===== config.mk =====
export PLATFORM = sky130hd
export DESIGN_NAME = slot_reel_renderer
export DESIGN_NICKNAME = d
export VERILOG_FILES = /design/src/rtl/slot_pkg.sv /design/src/rtl/slot_reel_renderer_reel_ctrl.sv /design/src/rtl/slot_reel_renderer.sv
export SDC_FILE = /design/constraint.sdc
export NUM_CORES = 1
export LEC_CHECK = 0
export CAP_MARGIN = 20
export CORE_AREA = 2 2 121 111
export DETAILED_ROUTE_END_ITERATION = 10
export DIE_AREA = 0 0 123 113
export SYNTH_ARGS = -nofsm -noshare
export SYNTH_HDL_FRONTEND = slang
export SYNTH_SLANG_ARGS = --single-unit

===== constraint.sdc =====
create_clock -name clk -period 3.2 [get_ports clk]
set_clock_uncertainty 0.1 [all_clocks]
set_input_delay 0.32 -clock clk [delete_from_list [all_inputs] [get_ports clk]]
set_output_delay 0.32 -clock clk [all_outputs]
set_load 0.03 [all_outputs]

===== src/rtl/slot_pkg.sv =====
// Shared types, geometry and palette for the slot reel renderer.
// Widths here assume the default 8-symbol, 64-row, 512-row strip.
package slot_pkg;

    typedef enum logic [1:0] {
        IDLE,
        SPIN,
        STOPPING
    } reel_state_t;

    localparam int OFF_W = 9;
    localparam int LX_W  = 7;

    localparam logic [10:0] WIN_X0    = 11'd96;
    localparam logic [10:0] WIN_PITCH = 11'd160;
    localparam logic [10:0] WIN_W     = 11'd128;
    localparam logic [9:0]  WIN_Y0    = 10'd144;
    localparam logic [9:0]  WIN_Y1    = 10'd335;
    localparam logic [9:0]  TICK_LINE = 10'd480;

    localparam logic [11:0] BG_COLOR     = 12'h040;
    localparam logic [11:0] BORDER_COLOR = 12'h000;
    localparam logic [11:0] FILL_COLOR   = 12'hFFF;

    localparam logic [5:0]      LY_MIN = 6'd2;
    localparam logic [5:0]      LY_MAX = 6'd61;
    localparam logic [LX_W-1:0] LX_MIN = 7'd2;
    localparam logic [LX_W-1:0] LX_MAX = 7'd125;
    localparam logic [5:0]      IN_Y0  = 6'd8;
    localparam logic [5:0]      IN_Y1  = 6'd55;
    localparam logic [LX_W-1:0] IN_X0  = 7'd32;
    localparam logic [LX_W-1:0] IN_X1  = 7'd95;

    function automatic logic [10:0] win_x0(input int idx);
        return WIN_X0 + 11'(idx) * WIN_PITCH;
    endfunction

    function automatic logic [11:0] sym_color(input logic [2:0] sym);
        logic [11:0] c;
        case (sym)
            3'd0:    c = 12'hF00;
            3'd1:    c = 12'hF80;
            3'd2:    c = 12'hFF0;
            3'd3:    c = 12'h0F0;
            3'd4:    c = 12'h0FF;
            3'd5:    c = 12'h00F;
            3'd6:    c = 12'hF0F;
            default: c = 12'h888;
        endcase
        return c;
    endfunction

endpackage


===== src/rtl/slot_reel_renderer_reel_ctrl.sv =====
// One reel: spin/stop state machine, frame counter, latched target, strip offset.
// Offset moves only on frame ticks; start is taken only while idle, no backpressure.
module reel_ctrl
    import slot_pkg::*;
#(
    parameter int REEL_IDX        = 0,
    parameter int NUM_SYMS        = 8,
    parameter int SYM_H           = 64,
    parameter int SPIN_SPEED      = 8,
    parameter int MIN_SPIN_FRAMES = 60,
    parameter int STAGGER_FRAMES  = 30
) (
    input  logic                        clk,
    input  logic                        reset,
    input  logic                        tick,
    input  logic                        start,
    input  logic [$clog2(NUM_SYMS)-1:0] target,
    output logic [OFF_W-1:0]            offset,
    output logic                        idle
);

    localparam int SYM_W = $clog2(NUM_SYMS);
    localparam int ROW_W = $clog2(SYM_H);
    localparam int LIMIT = MIN_SPIN_FRAMES + REEL_IDX * STAGGER_FRAMES;
    localparam int CNT_W = $clog2(LIMIT + 1);
    localparam logic [CNT_W-1:0] LIMIT_V = CNT_W'(LIMIT);

    reel_state_t      state, state_n;
    logic [CNT_W-1:0] cnt, cnt_n, cnt_inc;
    logic [SYM_W-1:0] tgt, tgt_n;
    logic [OFF_W-1:0] offset_n, adv, stop_off;

    assign adv     = offset + OFF_W'(SPIN_SPEED);
    assign cnt_inc = cnt + CNT_W'(1);
    // Parking one cell above the target puts the target on the centre payline.
    assign stop_off = {tgt - SYM_W'(1), {ROW_W{1'b0}}};
    assign idle     = (state == IDLE);

    always_ff @(posedge clk) begin
        if (reset) begin
            state  <= IDLE;
            cnt    <= '0;
            tgt    <= '0;
            offset <= '0;
        end else begin
            state  <= state_n;
            cnt    <= cnt_n;
            tgt    <= tgt_n;
            offset <= offset_n;
        end
    end

    always_comb begin
        state_n  = state;
        cnt_n    = cnt;
        tgt_n    = tgt;
        offset_n = offset;
        case (state)
            IDLE: begin
                if (start) begin
                    state_n = SPIN;
                    cnt_n   = '0;
                    tgt_n   = target;
                end
            end
            SPIN: begin
                if (tick) begin
                    offset_n = adv;
                    cnt_n    = cnt_inc;
                    if (cnt_inc == LIMIT_V) state_n = STOPPING;
                end
            end
            STOPPING: begin
                if (tick) begin
                    offset_n = adv;
                    if (adv == stop_off) state_n = IDLE;
                end
            end
            default: state_n = IDLE;
        endcase
    end

endmodule


===== src/rtl/slot_reel_renderer.sv =====
// Draws three scrolling slot reels over the VGA raster and runs their spin control.
// Latency 2 cycles from raster/sync inputs to outputs; no backpressure, spin_start ignored while busy.
module slot_reel_renderer
    import slot_pkg::*;
#(
    parameter int NUM_REELS       = 3,
    parameter int NUM_SYMS        = 8,
    parameter int SYM_H           = 64,
    parameter int SPIN_SPEED      = 8,
    parameter int MIN_SPIN_FRAMES = 60,
    parameter int STAGGER_FRAMES  = 30
) (
    input  logic                   clk,
    input  logic                   reset,
    input  logic [10:0]            hcount,
    input  logic [9:0]             vcount,
    input  logic                   active_video,
    input  logic                   hsync,
    input  logic                   vsync,
    input  logic                   spin_start,
    input  logic [NUM_REELS*3-1:0] target_sym,
    output logic [11:0]            rgb,
    output logic                   hsync_out,
    output logic                   vsync_out,
    output logic                   active_out,
    output logic                   busy,
    output logic                   done
);

    localparam int SYM_W = $clog2(NUM_SYMS);
    localparam int ROW_W = $clog2(SYM_H);

    logic                               tick, accept, busy_q;
    logic [NUM_REELS-1:0]               reel_idle;
    logic [NUM_REELS-1:0][OFF_W-1:0]    offsets;

    assign tick   = (hcount == '0) && (vcount == TICK_LINE);
    assign busy   = ~&reel_idle;
    assign accept = spin_start & ~busy;
    assign done   = &reel_idle & busy_q;

    for (genvar i = 0; i < NUM_REELS; i++) begin : g_reel
        reel_ctrl #(
            .REEL_IDX       (i),
            .NUM_SYMS       (NUM_SYMS),
            .SYM_H          (SYM_H),
            .SPIN_SPEED     (SPIN_SPEED),
            .MIN_SPIN_FRAMES(MIN_SPIN_FRAMES),
            .STAGGER_FRAMES (STAGGER_FRAMES)
        ) u_reel (
            .clk   (clk),
            .reset (reset),
            .tick  (tick),
            .start (accept),
            .target(target_sym[SYM_W*i +: SYM_W]),
            .offset(offsets[i]),
            .idle  (reel_idle[i])
        );
    end

    always_ff @(posedge clk) begin
        if (reset) busy_q <= 1'b0;
        else       busy_q <= busy;
    end

    // Stage 1: window hit, cell-local column and strip row.
    logic             hit_c, row_hit;
    logic [LX_W-1:0]  lx_c;
    logic [OFF_W-1:0] ypos_c;

    assign row_hit = (vcount >= WIN_Y0) && (vcount <= WIN_Y1);

    always_comb begin
        hit_c  = 1'b0;
        lx_c   = '0;
        ypos_c = '0;
        for (int i = 0; i < NUM_REELS; i++) begin
            if (row_hit && hcount >= win_x0(i) && hcount < win_x0(i) + WIN_W) begin
                hit_c  = 1'b1;
                lx_c   = LX_W'(hcount - win_x0(i));
                ypos_c = OFF_W'(vcount - WIN_Y0) + offsets[i];
            end
        end
    end

    logic             s1_hit, s1_active, s1_hsync, s1_vsync;
    logic [LX_W-1:0]  s1_lx;
    logic [OFF_W-1:0] s1_ypos;

    always_ff @(posedge clk) begin
        if (reset) begin
            s1_hit    <= 1'b0;
            s1_lx     <= '0;
            s1_ypos   <= '0;
            s1_active <= 1'b0;
            s1_hsync  <= 1'b1;
            s1_vsync  <= 1'b1;
        end else begin
            s1_hit    <= hit_c;
            s1_lx     <= lx_c;
            s1_ypos   <= ypos_c;
            s1_active <= active_video;
            s1_hsync  <= hsync;
            s1_vsync  <= vsync;
        end
    end

    // Stage 2: colour by priority.
    logic [ROW_W-1:0] ly;
    logic [SYM_W-1:0] sym;
    logic             border, inner;
    logic [11:0]      pix_c;

    assign ly     = s1_ypos[ROW_W-1:0];
    assign sym    = s1_ypos[OFF_W-1:ROW_W];
    assign border = (ly < LY_MIN) || (ly > LY_MAX) || (s1_lx < LX_MIN) || (s1_lx > LX_MAX);
    assign inner  = (ly >= IN_Y0) && (ly <= IN_Y1) && (s1_lx >= IN_X0) && (s1_lx <= IN_X1);

    always_comb begin
        pix_c = FILL_COLOR;
        if (!s1_active)   pix_c = 12'h000;
        else if (!s1_hit) pix_c = BG_COLOR;
        else if (border)  pix_c = BORDER_COLOR;
        else if (inner)   pix_c = sym_color(sym);
    end

    always_ff @(posedge clk) begin
        if (reset) begin
            rgb        <= '0;
            hsync_out  <= 1'b1;
            vsync_out  <= 1'b1;
            active_out <= 1'b0;
        end else begin
            rgb        <= pix_c;
            hsync_out  <= s1_hsync;
            vsync_out  <= s1_vsync;
            active_out <= s1_active;
        end
    end

endmodule


==> results of run 1 <==
==> layer usage <==
| metal | routed length (µm) | part of all wire, % | vias to the layer above | global-route usage [%] |
|---|---|---|---|---|
| li1 | - | - | 2145 | - |
| met1 | 5380 | 48 | 1946 | 22.5 |
| met2 | 5050 | 45 | 81 | 26.2 |
| met3 | 547 | 4.9 | 18 | 3.88 |
| met4 | 207 | 1.9 | 0 | 6.29 |
| met5 | 0 | 0 | - | 0 |
==> cells by family (layout without fill, tap and decap cells) <==
| group | Yosys count | count (layout) | synth area share (%) |
|---|---|---|---|
| AO/OA/AOI/OAI | 116 | 116 | 15.0 |
| XOR/XNOR | 55 | 55 | 10.6 |
| adder cells (fa/ha/maj) | 45 | 45 | 11.9 |
| buffers and inverters | 52 | 106 | 4.34 |
| flip-flops | 82 | 82 | 33.3 |
| multiplexers | 7 | 7 | 1.42 |
| AND/OR/NAND/NOR | 226 | 226 | 23.5 |
==> metrics by stage <==
step           total power [µW]  std cells
5_1_grt                    3260        801
3_5_place_dp               2090        786
4_1_cts                    3120        801
2_1_floorplan              1810        583
3_3_place_gp               2070        786
6_report                   3080        801
==> worst max-delay path: cells and delay by family <==
kind                   cells  cell delay, ps
AOI/OAI and AO/OA          2             480
buffers and inverters      2             610
and+or+nand+nor            4            1550
==> where the power goes <==
group / leakage [µW] / switching, µW / internal [µW]
combinational: 0.00156 / 570 / 379
clock: 0.000142 / 393 / 619
sequential: 0.000664 / 37.5 / 1080
==> synthesized netlist by cell type, types with 2 or more instances <==
library cell / count
sky130_fd_sc_hd__or3_1: 3
sky130_fd_sc_hd__nand4b_1: 2
sky130_fd_sc_hd__ha_1: 42
sky130_fd_sc_hd__nor2_1: 43
sky130_fd_sc_hd__nor4b_1: 4
sky130_fd_sc_hd__o31a_1: 2
sky130_fd_sc_hd__and3_1: 12
sky130_fd_sc_hd__xnor3_1: 3
sky130_fd_sc_hd__and3b_1: 2
sky130_fd_sc_hd__fa_1: 3
sky130_fd_sc_hd__inv_1: 28
sky130_fd_sc_hd__mux2i_1: 7
sky130_fd_sc_hd__a21o_1: 8
sky130_fd_sc_hd__and2_1: 10
sky130_fd_sc_hd__nand2b_1: 6
sky130_fd_sc_hd__a21oi_1: 46
sky130_fd_sc_hd__nand4_1: 5
sky130_fd_sc_hd__dfxtp_1: 82
sky130_fd_sc_hd__nand2_1: 67
sky130_fd_sc_hd__nand3_1: 28
sky130_fd_sc_hd__a222oi_1: 5
sky130_fd_sc_hd__a31oi_1: 3
sky130_fd_sc_hd__nor2b_1: 3
sky130_fd_sc_hd__nor4_1: 10
sky130_fd_sc_hd__nand3b_1: 2
sky130_fd_sc_hd__or4_1: 3
sky130_fd_sc_hd__nor3b_1: 2
sky130_fd_sc_hd__xnor2_1: 24
sky130_fd_sc_hd__o41ai_1: 2
sky130_fd_sc_hd__clkbuf_1: 19
sky130_fd_sc_hd__o21ai_0: 22
sky130_fd_sc_hd__o31ai_1: 2
sky130_fd_sc_hd__a21boi_0: 2
sky130_fd_sc_hd__nor3_1: 6
sky130_fd_sc_hd__or2_2: 9
sky130_fd_sc_hd__xor2_1: 28
sky130_fd_sc_hd__buf_4: 5
sky130_fd_sc_hd__o21a_1: 7
sky130_fd_sc_hd__a311oi_1: 3
==> registers in the layout (all words and copies together) (netlist names) <==
name / flops
s1_vsync: 1
busy_q: 1
hsync_out: 1
vsync_out: 1
g_reel.u_reel.cnt: 20
s1_lx: 6
g_reel.u_reel.tgt: 9
s1_hsync: 1
s1_active: 1
active_out: 1
g_reel.u_reel.offset: 18
s1_ypos: 8
rgb: 7
g_reel.u_reel.state: 6
s1_hit: 1
==> path summary, 6_finish.rpt <==
kind / endpoint / slack [ps] / cells after the start
worst max-delay path: g_reel[0].u_reel.state[1] / 400 / 8
worst min-delay path: active_out / 160 / 2
worst min register to register: vsync_out / 310 / 1
worst max register to register: g_reel[0].u_reel.cnt[4] / 740 / 8
==> final cells by class <==
type / count / area, µm² / share of cell area (%)
Clock buffer: 12 / 246 / 4.17
Clock inverter: 3 / 40.0 / 0.677
Inverter: 28 / 105 / 1.78
Multi-Input combinational cell: 449 / 3080 / 52.0
Sequential cell: 82 / 1640 / 27.8
Tap cell: 164 / 205 / 3.47
Timing Repair Buffer: 63 / 598 / 10.1
==> key figures, run 1 <==
Placement
  – Pre-CTS setup slack: 47.1 ps
  – Port buffer count: 52
  – Post-DP HPWL: between 8000 and 9000 µm
  – Routability-driven placement congestion ratio: just under 0.9
  – Placed inst area: between 5000 and 6000 µm²

Timing
  – Post-layout min period: about 2800 ps
  – Fin Setup TNS: 0 ps
  – Hold WS: 162 ps
  – Worst-case headroom to the max-slew limit: between 50% and 60%
  – Setup repair after global routing missed its margin: false
  – Slew Limit Fails: 0
  – Setup slack of the critical path after layout: between 400 and 500 ps
  – Final Setup Violations: 0
  – Upper clock frequency limit: 0.357 GHz
  – Actual transition at the worst max-transition pin: 699 ps
  – Fraction of the cycle the final worst path needs: between 80% and 90%
  – Count of final hold-check violations: 0

CTS
  – Clock-pin slew of the registers on the worst-case setup and hold paths: about 60 ps
  – CTS sink count: slightly above 80
  – Post-CTS setup buffer count: 0
  – Cts hold-fix bufs: 0
  – Resized Gates After CTS: 0
  – Maximum buffer depth of the clock tree: 2
  – Clock latency on the worst-skew pair: between 300 and 400 ps
  – Depth of the CTS H-tree: 3
  – CTS tree: done
  – Buffer type at the clock tree root: sky130_fd_sc_hd__clkbuf_16
  – Total clock buffers created by CTS: 9

Setup path
  – Origin of the critical flop-to-flop path: g_reel[1].u_reel.state[0]
  – Required arrival time at the worst endpoint: around 3400 ps
  – Data arrival, critical path: between 2000 and 3000 ps
  – List of cells traversed by the critical path: clkdlybuf4s50_1, or4_4, and4bb_2, nand2_2, buf_4, o31a_1, or4b_1, a21oi_1
  – WS Path Type: in2reg
  – Crit Path Max Fanout: 10
  – Endpoint class of the critical path: flop
  – Slowest cell on the critical path: sky130_fd_sc_hd__or4_4
  – First element of the critical path: hcount[1]
  – Delay of the slowest cell on the worst path: approximately 580 ps
  – Startpoint class of the critical path: input pin

Routing
  – Mean routed wirelength per cell: between 10 and 15 µm
  – Count of TritonRoute iterations in the first routing pass: 5
  – Wire length after detailed routing: about 11000 µm
  – Mean number of vias per cell: approximately 5.2
  – Drc violations: 0
  – Number of design-rule violations left by the first detailed-router iteration: ~230
  – Vias after detailed routing: 4190
  – Count of antenna-violating nets left after detailed routing: 0

GRT
  – Vias in the first global route: between 4000 and 5000
  – Total GRT Usage: between 15 and 20%
  – Wire length of the first global-routing pass: between 15000 and 20000 µm
  – Total global routing overflow: 0
  – Antenna violations before repair: 0
  – Pin count of the biggest net entering global routing: a little over 50

Yosys
  – Combined area of all synthesized cells: 4930 µm²
  – Number of nets in the synthesized netlist: 664
  – Sequential share of the synthesized area: 33.3%
  – Warning count from the yosys run: 0
  – Number of flops mapped to enable cells by yosys: 0
  – Top-area cell type share of the netlist area: about a third
  – Synthesized instance count: 583
  – Largest cells by area after synthesis: sky130_fd_sc_hd__dfxtp_1 (33%), sky130_fd_sc_hd__ha_1 (11%), sky130_fd_sc_hd__nand2_1 (5.1%), sky130_fd_sc_hd__xor2_1 (5.0%), sky130_fd_sc_hd__a21oi_1 (4.7%)
  – Primary flip-flop cell chosen by synthesis mapping: sky130_fd_sc_hd__dfxtp_1
  – FF+latch count, synth: around 80
  – Async set-or-reset flop fraction in the synthesized netlist: 0%
  – Avg Synthesized Cell Area: 8.46 µm²
  – Number of unique standard cell types used by synthesis: 62
  – Post-synth top area cell: sky130_fd_sc_hd__dfxtp_1

Cells and area
  – Commonest non-fill, non-tap cell in the layout: sky130_fd_sc_hd__dfxtp_1
  – Most frequent cells in the layout: sky130_fd_sc_hd__dfxtp_1 (82), sky130_fd_sc_hd__nand2_1 (67), sky130_fd_sc_hd__clkdlybuf4s50_1 (51)
  – Layout Nets: 714
  – Final core utilization: roughly 47%
  – Area growth from synthesis to layout: 19.9%
  – Antenna diode instance count: 0
  – Final design area excluding fillers: about 5900 µm²
  – Number of filler instances in the final layout: around 1200
  – Share of final-layout standard cells stronger than drive strength 1: 6.44%

Pwr
  – Total power per unit cell area: approximately 520 nW/µm²
  – IR drop worst, VDD: ~0.35 mV
  – LEAKAGE: 0.00237 µW

Die
  – Overall die width: between 100 and 150 µm
  – Die Y-Extent: 113 µm
  – Die Area: 13900 µm²
  – Total core area: around 13000 µm²
  – Initial cell density of the core: 39.2%
  – Total I/O pin count: 53
  – Cell Rows: 39

Run status
  – Result of the run: finished, final reports clean

Min path
  – Min-delay src: reset
  – Path category of the worst min-delay check: in2reg

Flow run
  – Number of max-capacitance violations reported: 0
(Power assumes the default switching activity.)
==> inputs of run 2 (changes only) <==
Settings changed: CAP_MARGIN 20 to 25, SKIP_LAST_GASP from default to 1.
Clock period 3.2 ns to 2.4 ns, I/O delays scaled along.
==> run 2 against run 1 <==
Cell area is 9.5% higher. Via count is 6.0% higher. Setup slack worse by 350 ps. Sequential power is 34% higher. Utilization is 4.5 points higher. Clock power is 50% higher.
==> key figures, run 2 (same netlist as run 1, synthesis figures left out) <==
Die
  – Die Area: 13900 µm² (unchanged)
  – Initial cell density of the core: 39.2% (unchanged)
  – Die Y-Extent: 113 µm (unchanged)
  – Cell Rows: 39 (unchanged)
  – Overall die width: 123 µm (unchanged)
  – Total I/O pin count: 53 (unchanged)
  – Total core area: 12600 µm² (unchanged)

GRT
  – Antenna violations before repair: 0 (unchanged)
  – Wire length of the first global-routing pass: 20000 µm (was 18500 µm)
  – Global route hottest layer: met2 (unchanged)
  – Met2 Resource Use GR: 29.6% (was 26.2%)
  – Total GRT Usage: 18.3% (was 16.7%)
  – Vias in the first global route: 4287 (was 4016)
  – Pin count of the biggest net entering global routing: 50 (was 51)
  – Total global routing overflow: 0 (unchanged)
  – GR Layer Usage met1: 23.4% (was 22.5%)
  – Met3 capacity usage during global routing: 4.28% (was 3.88%)

Routing
  – Wire length after detailed routing: 12100 µm (was 11200 µm)
  – Vias after detailed routing: 4441 (was 4190)
  – Count of TritonRoute iterations in the first routing pass: 8 (was 5)
  – Drc violations: 0 (unchanged)
  – Mean number of vias per cell: 5.15 (was 5.23)
  – Number of design-rule violations left by the first detailed-router iteration: 337 (was 232)
  – Count of antenna-violating nets left after detailed routing: 0 (unchanged)
  – Mean routed wirelength per cell: 14.0 µm (about the same)

Placement
  – Port buffer count: 52 (unchanged)
  – Routability-driven placement congestion ratio: 0.837 (was 0.864)
  – Pre-CTS setup slack: -423 ps (was 47.1 ps)
  – Post-DP HPWL: 9260 µm (was 8540 µm)

Pwr
  – Total power per unit cell area: 693 nW/µm² (was 521 nW/µm²)
  – PnR Total Power: 4490 µW (was 3080 µW)
  – LEAKAGE: 0.00274 µW (was 0.00237 µW)
  – IR drop worst, VDD: 0.415 mV (was 0.353 mV)

Timing
  – Post-layout min period: around 2400 ps
  – Setup repair after global routing missed its margin: false (unchanged)
  – Fin Setup TNS: 0 ps (unchanged)
  – Actual transition at the worst max-transition pin: 530 ps (was 699 ps)
  – Fraction of the cycle the final worst path needs: between 90% and 100%
  – Upper clock frequency limit: 0.425 GHz
  – Setup slack of the critical path after layout: 48.9 ps (was 401 ps)
  – Count of final hold-check violations: 0 (unchanged)
  – Slew Limit Fails: 0 (unchanged)
  – Worst-case headroom to the max-slew limit: 64.6% (was 53.4%)
  – Final Setup Violations: 0 (unchanged)

CTS
  – Buffer type at the clock tree root: sky130_fd_sc_hd__clkbuf_16 (unchanged)
  – Clock-pin slew of the registers on the worst-case setup and hold paths: 60 ps (about the same)
  – Depth of the CTS H-tree: 3 (unchanged)
  – CTS tree: done (unchanged)
  – CTS sink count: 82 (unchanged)
  – Clock latency on the worst-skew pair: 350 ps (was 340 ps)
  – Total clock buffers created by CTS: 9 (unchanged)
  – Maximum buffer depth of the clock tree: 2 (unchanged)

Cells and area
  – Top reg by flops: g_reel.u_reel.cnt (unchanged)
  – Combined area of the multi-input logic cells: 3140 µm² (was 3080 µm²)
  – Antenna diode instance count: 0 (unchanged)
  – Layout Nets: 774 (was 714)
  – Number of filler instances in the final layout: 1183 (was 1219)
  – Most frequent cells in the layout: sky130_fd_sc_hd__dfxtp_1 (82), sky130_fd_sc_hd__buf_4 (70), sky130_fd_sc_hd__nand2_1 (67) (was sky130_fd_sc_hd__dfxtp_1 (82), sky130_fd_sc_hd__nand2_1 (67), sky130_fd_sc_hd__clkdlybuf4s50_1 (51))
  – Biggest regs: g_reel.u_reel.cnt: 20 flops, g_reel.u_reel.offset: 18 flops, g_reel.u_reel.tgt: 9 flops (unchanged)
  – Number of flip-flops in the largest register: 20 (unchanged)
  – Combined flip-flop and latch cell area: 1640 µm² (unchanged)
  – Share of final-layout standard cells stronger than drive strength 1: 16.0% (was 6.44%)
  – Commonest non-fill, non-tap cell in the layout: sky130_fd_sc_hd__dfxtp_1 (unchanged)
  – Area growth from synthesis to layout: 31.3% (was 19.9%)

Setup path
  – Startpoint class of the critical path: input pin (unchanged)
  – Data arrival, critical path: 2530 ps (was 2970 ps)
  – Endpoint class of the critical path: flop (unchanged)
  – WS Path Type: in2reg (unchanged)
  – Required arrival time at the worst endpoint: 2580 ps (was 3370 ps)
  – Crit Path Max Fanout: 4 (was 10)

Flow run
  – Number of max-capacitance violations reported: 0 (unchanged)

Min path
  – Path category of the worst min-delay check: in2reg (unchanged)

Run status
  – Result of the run: finished, final reports clean (unchanged)
## run 2: cell type report
cell class / instances / area share [%]
clock inverters: 6 / 1.35
repair buffers: 123 / 16.4
inverters: 28 / 1.62
multi-input cells: 449 / 48.4
well taps: 164 / 3.17
clock buffers: 10 / 3.69
flip-flops and latches: 82 / 25.3
## run 2: report_power, final
part | internal, µW | switching (µW) | total (µW)
Sequential | 1440 | 52.4 | 1500
Combinational | 659 | 808 | 1470
Clock | 941 | 584 | 1520
Total | 3040 | 1440 | 4490
## run 2: final timing paths
check | startpoint | end | slack [ps] | cells past startpoint
max | hcount[1] | g_reel[0].u_reel.state[1] | 50 | 8
min | reset | s1_active | 20 | 2
max reg2reg | g_reel[2].u_reel.state[0] | g_reel[1].u_reel.state[0] | 150 | 8
min reg2reg | s1_vsync | vsync_out | 310 | 1
## run 2: metal layers
| metal | share of wire [%] | up-vias | wire length [µm] |
|---|---|---|---|
| met5 | 0 | - | 0 |
| met4 | 2.2 | 0 | 267 |
| met3 | 3.9 | 19 | 468 |
| met2 | 47 | 84 | 5640 |
| met1 | 47 | 2075 | 5720 |
| li1 | - | 2263 | - |
## run 2: per-stage QoR
| step | area (µm²) | utilization, % | std cells | hold WS [ps] |
|---|---|---|---|---|
| floorplan | 4930 | - | 583 | 244 |
| global placement | 6060 | 48.1 | 842 | 292 |
| detailed placement | 6060 | 48.1 | 842 | 297 |
| CTS | 6420 | 51.0 | 861 | 17.0 |
| global route | 6480 | 51.5 | 862 | 38.0 |
| finish | 6480 | 51.5 | 862 | 23.6 |
## run 2: timing repair
| action | 4_1_cts | 5_1_grt |
|---|---|---|
| hold endpoints to repair | 0 | 0 |
| pin swaps | 5 | 10 |
| hold buffers | 0 | 0 |
| gates cloned | 0 | 0 |
| gates resized for setup | 7 | 15 |
| buffers inserted | 3 | 1 |
| endpoints found under the setup margin | 6 | 9 |
## run 2: critical path, cell delays in order
cell	delay (ps)
sky130_fd_sc_hd__dlygate4sd2_1	240
sky130_fd_sc_hd__or4_4	540
sky130_fd_sc_hd__and4bb_2	380
sky130_fd_sc_hd__nand2_4	80
sky130_fd_sc_hd__buf_4	130
sky130_fd_sc_hd__o31a_1	300
sky130_fd_sc_hd__or4b_1	500
sky130_fd_sc_hd__a21oi_1	130
